===== src/rtl/clz_share_arbiter.sv =====
// clz_share_arbiter
// Lets NUM_REQ requesters take turns on one combinational CountLeadingZeros
// unit. A round-robin arbiter accepts one word at a time. The word is
// registered onto the shared unit's input. The count is then returned on a
// single response channel, tagged with the owning requester's index.
//
// Ports:
//   clk         rising-edge clock
//   rst         synchronous active-high reset
//   req_valid   per-requester valid (bit i = requester i)
//   req_data    packed words, requester i at [i*DATA_W +: DATA_W]
//   req_ready   one-hot (or zero) accept strobe, combinational in IDLE
//   clz_vec     registered operand for the shared CLZ unit
//   clz_result  count returned by the shared CLZ unit
//   rsp_valid   response valid
//   rsp_ready   response consumer ready
//   rsp_id      requester index owning the response
//   rsp_count   leading-zero count (DATA_W for an all-zero word)
module clz_share_arbiter #(
  parameter int NUM_REQ = 4,
  parameter int DATA_W  = 32,
  parameter int RES_W   = 6,
  parameter int ID_W    = 2
) (
  input  logic                      clk,
  input  logic                      rst,
  input  logic [NUM_REQ-1:0]        req_valid,
  input  logic [NUM_REQ*DATA_W-1:0] req_data,
  output logic [NUM_REQ-1:0]        req_ready,
  output logic [DATA_W-1:0]         clz_vec,
  input  logic [RES_W-1:0]          clz_result,
  output logic                      rsp_valid,
  input  logic                      rsp_ready,
  output logic [ID_W-1:0]           rsp_id,
  output logic [RES_W-1:0]          rsp_count
);

  localparam logic [1:0] IDLE = 2'd0;
  localparam logic [1:0] CALC = 2'd1;
  localparam logic [1:0] RESP = 2'd2;

  logic [1:0]      state;
  logic [ID_W-1:0] rr_ptr;
  logic [ID_W-1:0] owner;
  logic [ID_W-1:0] rr_next;
  logic            grant_found;
  logic [ID_W-1:0] grant_idx;

  // Round-robin search starting at rr_ptr. The loop walks the offsets from
  // the farthest to the nearest, so the nearest active requester is the last
  // one written and therefore wins. The index is wrapped with a compare
  // rather than a modulo, which keeps the logic correct when NUM_REQ is not
  // a power of two.
  always_comb begin
    grant_found = 1'b0;
    grant_idx   = '0;
    for (int k = NUM_REQ - 1; k >= 0; k--) begin
      int idx;
      idx = int'(rr_ptr) + k;
      if (idx >= NUM_REQ) idx = idx - NUM_REQ;
      if (req_valid[idx]) begin
        grant_found = 1'b1;
        grant_idx   = idx[ID_W-1:0];
      end
    end
  end

  // Only IDLE may accept a word, and never while reset is held.
  always_comb begin
    req_ready = '0;
    if (!rst && state == IDLE && grant_found)
      req_ready = NUM_REQ'(1) << grant_idx;
  end

  // After a response, the pointer moves just past the requester that was
  // served, wrapping from the last requester back to 0.
  assign rr_next = (owner == ID_W'(NUM_REQ - 1)) ? '0 : owner + 1'b1;

  // IDLE registers the granted word onto the shared unit. CALC gives the
  // unit one full cycle and captures its result. RESP holds the response
  // until the consumer takes it.
  always_ff @(posedge clk) begin
    if (rst) begin
      state     <= IDLE;
      rr_ptr    <= '0;
      owner     <= '0;
      clz_vec   <= '0;
      rsp_valid <= 1'b0;
      rsp_id    <= '0;
      rsp_count <= '0;
    end else begin
      case (state)
        IDLE: begin
          if (grant_found) begin
            clz_vec <= req_data[int'(grant_idx)*DATA_W +: DATA_W];
            owner   <= grant_idx;
            state   <= CALC;
          end
        end
        CALC: begin
          rsp_count <= clz_result;
          rsp_id    <= owner;
          rsp_valid <= 1'b1;
          state     <= RESP;
        end
        RESP: begin
          if (rsp_ready) begin
            rsp_valid <= 1'b0;
            rr_ptr    <= rr_next;
            state     <= IDLE;
          end
        end
        default: state <= IDLE;
      endcase
    end
  end

endmodule


===== config.mk =====
export PLATFORM = sky130hd
export DESIGN_NAME = clz_share_arbiter
export DESIGN_NICKNAME = d
export VERILOG_FILES = /design/src/rtl/clz_share_arbiter.sv
export SDC_FILE = /design/constraint.sdc
export NUM_CORES = 1
export LEC_CHECK = 0
export CORE_ASPECT_RATIO = 0.7
export CORE_MARGIN = 2
export CORE_UTILIZATION = 41
export CTS_CLUSTER_DIAMETER = 200
export CTS_CLUSTER_SIZE = 16
export DETAILED_ROUTE_END_ITERATION = 10
export PLACE_DENSITY = 0.86
export SYNTH_ARGS = -nofsm -noshare
export SYNTH_HDL_FRONTEND = slang
export SYNTH_SLANG_ARGS = --single-unit

===== constraint.sdc =====
create_clock -name clk -period 2.4 [get_ports clk]
set_input_delay 0.48 -clock clk [delete_from_list [all_inputs] [get_ports clk]]
set_output_delay 0.48 -clock clk [all_outputs]
set_load 0.01 [all_outputs]

==> run metrics <==
I/O pins=186; crit path launch type=primary input; flop and latch count out of synthesis=47; depth of the worst hold-timing path=2; last weighted congestion value of the routability-driven placer=0.899; number of vias in the routed layout=3,472; 1st-pass router iterations=4; global-route wire length before repair=17.1 mm; antenna violations before repair=0; maximum count of clock buffers along a single path=2; number of nets in the final layout=665; power density over the cells=457 mW/mm2; cell depth of the worst flop-to-flop path=7; total nets after synthesis=486; pin count of the biggest net entering global routing=33; average footprint of a synthesized cell=8.87 um2; critical path class=in -> out; worst max-slew margin expressed relative to the limit=59.2%; peak fanout along the critical path=4; worst min-delay path startpoint=rsp_count[1]$_SDFFE_PP0P_; CTS Buf Count=5; placed wire-length estimate after detailed placement=7.94 mm; commonest non-fill, non-tap cell in the layout=sky130_fd_sc_hd__clkdlybuf4s50_1; result of the run=completed; post-detailed-route DRC marker count=0; DR WL/cell=17.7 um; most used routing layer in global routing=met2; number of instances in the placed design=612; Chip Height=76.2 um; RR Startpoint=rr_ptr[1]$_SDFFE_PP0P_; via count of the first global-routing pass=3,393; die boundary width=107 um; count of input and output buffers=185; unrepaired setup endpoints after global routing=false; Mapped Cells=344; count of placed standard cells in the final layout, fillers left out=622; highest-count cells in the layout ignoring fill and taps=177 x sky130_fd_sc_hd__clkdlybuf4s50_1, 49 x sky130_fd_sc_hd__nand2_1, 47 x sky130_fd_sc_hd__dfxtp_1; clock root cell=sky130_fd_sc_hd__clkbuf_8; FMAX=422 MHz; final max-slew violation count=0; total of hold buffers inserted after clock tree synthesis=0; H-tree Lvls=2; DRT antenna net count=0; flop2flop setup slack=0.38 ns; effective utilization at floorplan=42.0%; final global-route overflow total=0; total of endpoints with negative setup slack in the final report=0; critical path data required time=1.92 ns; share of the yosys chip area belonging to registers=30.8%; met3 demand-to-capacity share in global routing=5.05%; total placed instance area=0.00498 mm2; Leak Pwr=2.08 nW; Endpoint, Worst Hold=rsp_count[1]$_SDFFE_PP0P_; transition time of the tightest slew-check pin=0.611 ns; Cell Area, Synth=0.00305 mm2; yosys warns=0; worst min path class=reg -> reg; finished layout cell area=0.00511 mm2; max-cap check violation count=0; clock input transition at the sequential cells of the worst setup and hold paths=0.10 ns; fraction of layout cells with a size suffix above 1=14.1%; Reg-to-Reg End=clz_vec[23]$_SDFFE_PP0P_; worst path arrival time=1.89 ns; Detailed Route Iter0 Violations=182; antenna diode count=0; worst ir drop on vdd=0.000306 V; clock period minus worst slack=2.37 ns; Total GRT Usage=25.9%; met1 GRT Util=33.9%; total wirelength of the detailed-routed design=11.0 mm; area of the core region=0.00725 mm2; synthesis-to-layout area growth=67.5%; clock network latency to the later pin of the worst-skew pair=0.30 ns; Sink Count=47; Final Hold Viols=0; period utilisation layout=98.7%; worst clock skew on the final layout=0.0128 ns; crit path capture type=output port; placement row count=26; global-route track usage on met2=44.9%; number of library cell types mapped by synthesis=31; TritonCTS clock tree=built; number of vias per cell after detailed routing=5.58; floorplan die area=0.00816 mm2
-- cell type report --
type,instances,area [um2]
timing repair buffer,209,2020
inverter,1,3.75
sequential,47,941
clock inverter,3,23.8
tap,98,123
clock buffer,5,68.8
fill,563,2140
multi-input combinational,259,1930
-- how the worst max path moves through the flow --
stage / startpoint / end / slack [ns] / cells past startpoint
floorplan: rst / req_ready[2] / 0.41 / 5
global placement: req_valid[0] / req_ready[1] / -0.45 / 7
detailed placement: req_valid[2] / req_ready[0] / -0.50 / 7
CTS: req_valid[0] / req_ready[1] / 0.02 / 8
global route: req_valid[1] / req_ready[1] / 0.004 / 8
finish: req_valid[3] / req_ready[1] / 0.03 / 8
-- what timing repair did --
action,4_1_cts,5_1_grt
gates resized for setup,13,3
endpoints found under the setup margin,4,4
setup buffers,2,0
pin swaps,2,1
-- registers in the layout, summed over array words and instances, names as in the netlist --
signal	cells
clz_vec	32
owner	2
rr_ptr	2
rsp_count	6
rsp_id	2
rsp_valid	1
state	2
-- per-stage QoR --
stage               setup WS [ns]  total power, mW  utilization, %  setup TNS [ns]  hold WS [ns]
finish                     0.0320             2.34            70.4               0         0.462
global route              0.00411             2.47            70.4               0         0.487
CTS                        0.0206             2.35            70.4               0         0.464
detailed placement         -0.504             1.84            68.7           -4.41         0.450
global placement           -0.447             1.82            68.7           -1.56         0.441
floorplan                   0.408             1.35               -               0         0.448
-- logic make-up after synthesis --
logic type	Yosys count	synth area share [%]
AO/OA/AOI/OAI	112	31.3
multiplexers	36	11.8
flip-flops	47	30.8
buffers and inverters	38	7.59
adder cells (fa/ha/maj)	1	0.410
AND/OR/NAND/NOR	110	18.0
-- synthesized netlist by cell type --
master	number	share of area, %
sky130_fd_sc_hd__nand2_1	50	6.2
sky130_fd_sc_hd__dfxtp_1	47	31
sky130_fd_sc_hd__mux2i_1	36	12
sky130_fd_sc_hd__a21o_1	33	8.1
sky130_fd_sc_hd__nand4_1	32	6.6
sky130_fd_sc_hd__o31ai_1	32	7.9
sky130_fd_sc_hd__o211ai_2	28	11
sky130_fd_sc_hd__clkbuf_1	24	3.0
sky130_fd_sc_hd__a21oi_1	12	2.0
sky130_fd_sc_hd__nor2_1	12	1.5
sky130_fd_sc_hd__buf_12	4	2.6
sky130_fd_sc_hd__buf_2	4	0.66
sky130_fd_sc_hd__o211ai_1	4	0.98
sky130_fd_sc_hd__buf_4	3	0.74
sky130_fd_sc_hd__nand2b_1	3	0.62
sky130_fd_sc_hd__nor3_1	3	0.49
sky130_fd_sc_hd__nor2b_1	2	0.41
sky130_fd_sc_hd__or2_1	2	0.41
sky130_fd_sc_hd__a21oi_2	1	0.29
sky130_fd_sc_hd__a311oi_1	1	0.29
sky130_fd_sc_hd__buf_1	1	0.12
sky130_fd_sc_hd__buf_6	1	0.37
sky130_fd_sc_hd__ha_1	1	0.41
sky130_fd_sc_hd__inv_1	1	0.12
sky130_fd_sc_hd__nand3_4	1	0.57
sky130_fd_sc_hd__nand3b_1	1	0.25
sky130_fd_sc_hd__nor2_2	1	0.21
sky130_fd_sc_hd__nor4_1	1	0.21
sky130_fd_sc_hd__nor4_2	1	0.41
sky130_fd_sc_hd__o21ai_2	1	0.29
sky130_fd_sc_hd__or3b_2	1	0.29
-- where the power goes --
| group | internal (mW) | switching, mW |
|---|---|---|
| combinational | 0.526 | 0.389 |
| clock | 0.209 | 0.293 |
| sequential | 0.869 | 0.0515 |
-- layer usage --
metal  part of all wire [%]  up-vias
met5                      0        -
met4                   0.46        0
met3                    8.1        8
met2                     48      166
met1                     43     1647
li1                       -     1651
-- worst max-delay path: stages --
cell and delay, ns:
sky130_fd_sc_hd__dlygate4sd2_1 0.27, sky130_fd_sc_hd__nor4_4 0.34, sky130_fd_sc_hd__nor4_2 0.10, sky130_fd_sc_hd__buf_4 0.14, sky130_fd_sc_hd__buf_4 0.13, sky130_fd_sc_hd__o21ai_4 0.08
sky130_fd_sc_hd__nor2_1 0.07, sky130_fd_sc_hd__dlygate4sd2_1 0.28
Power figures use the tool's default switching activity.
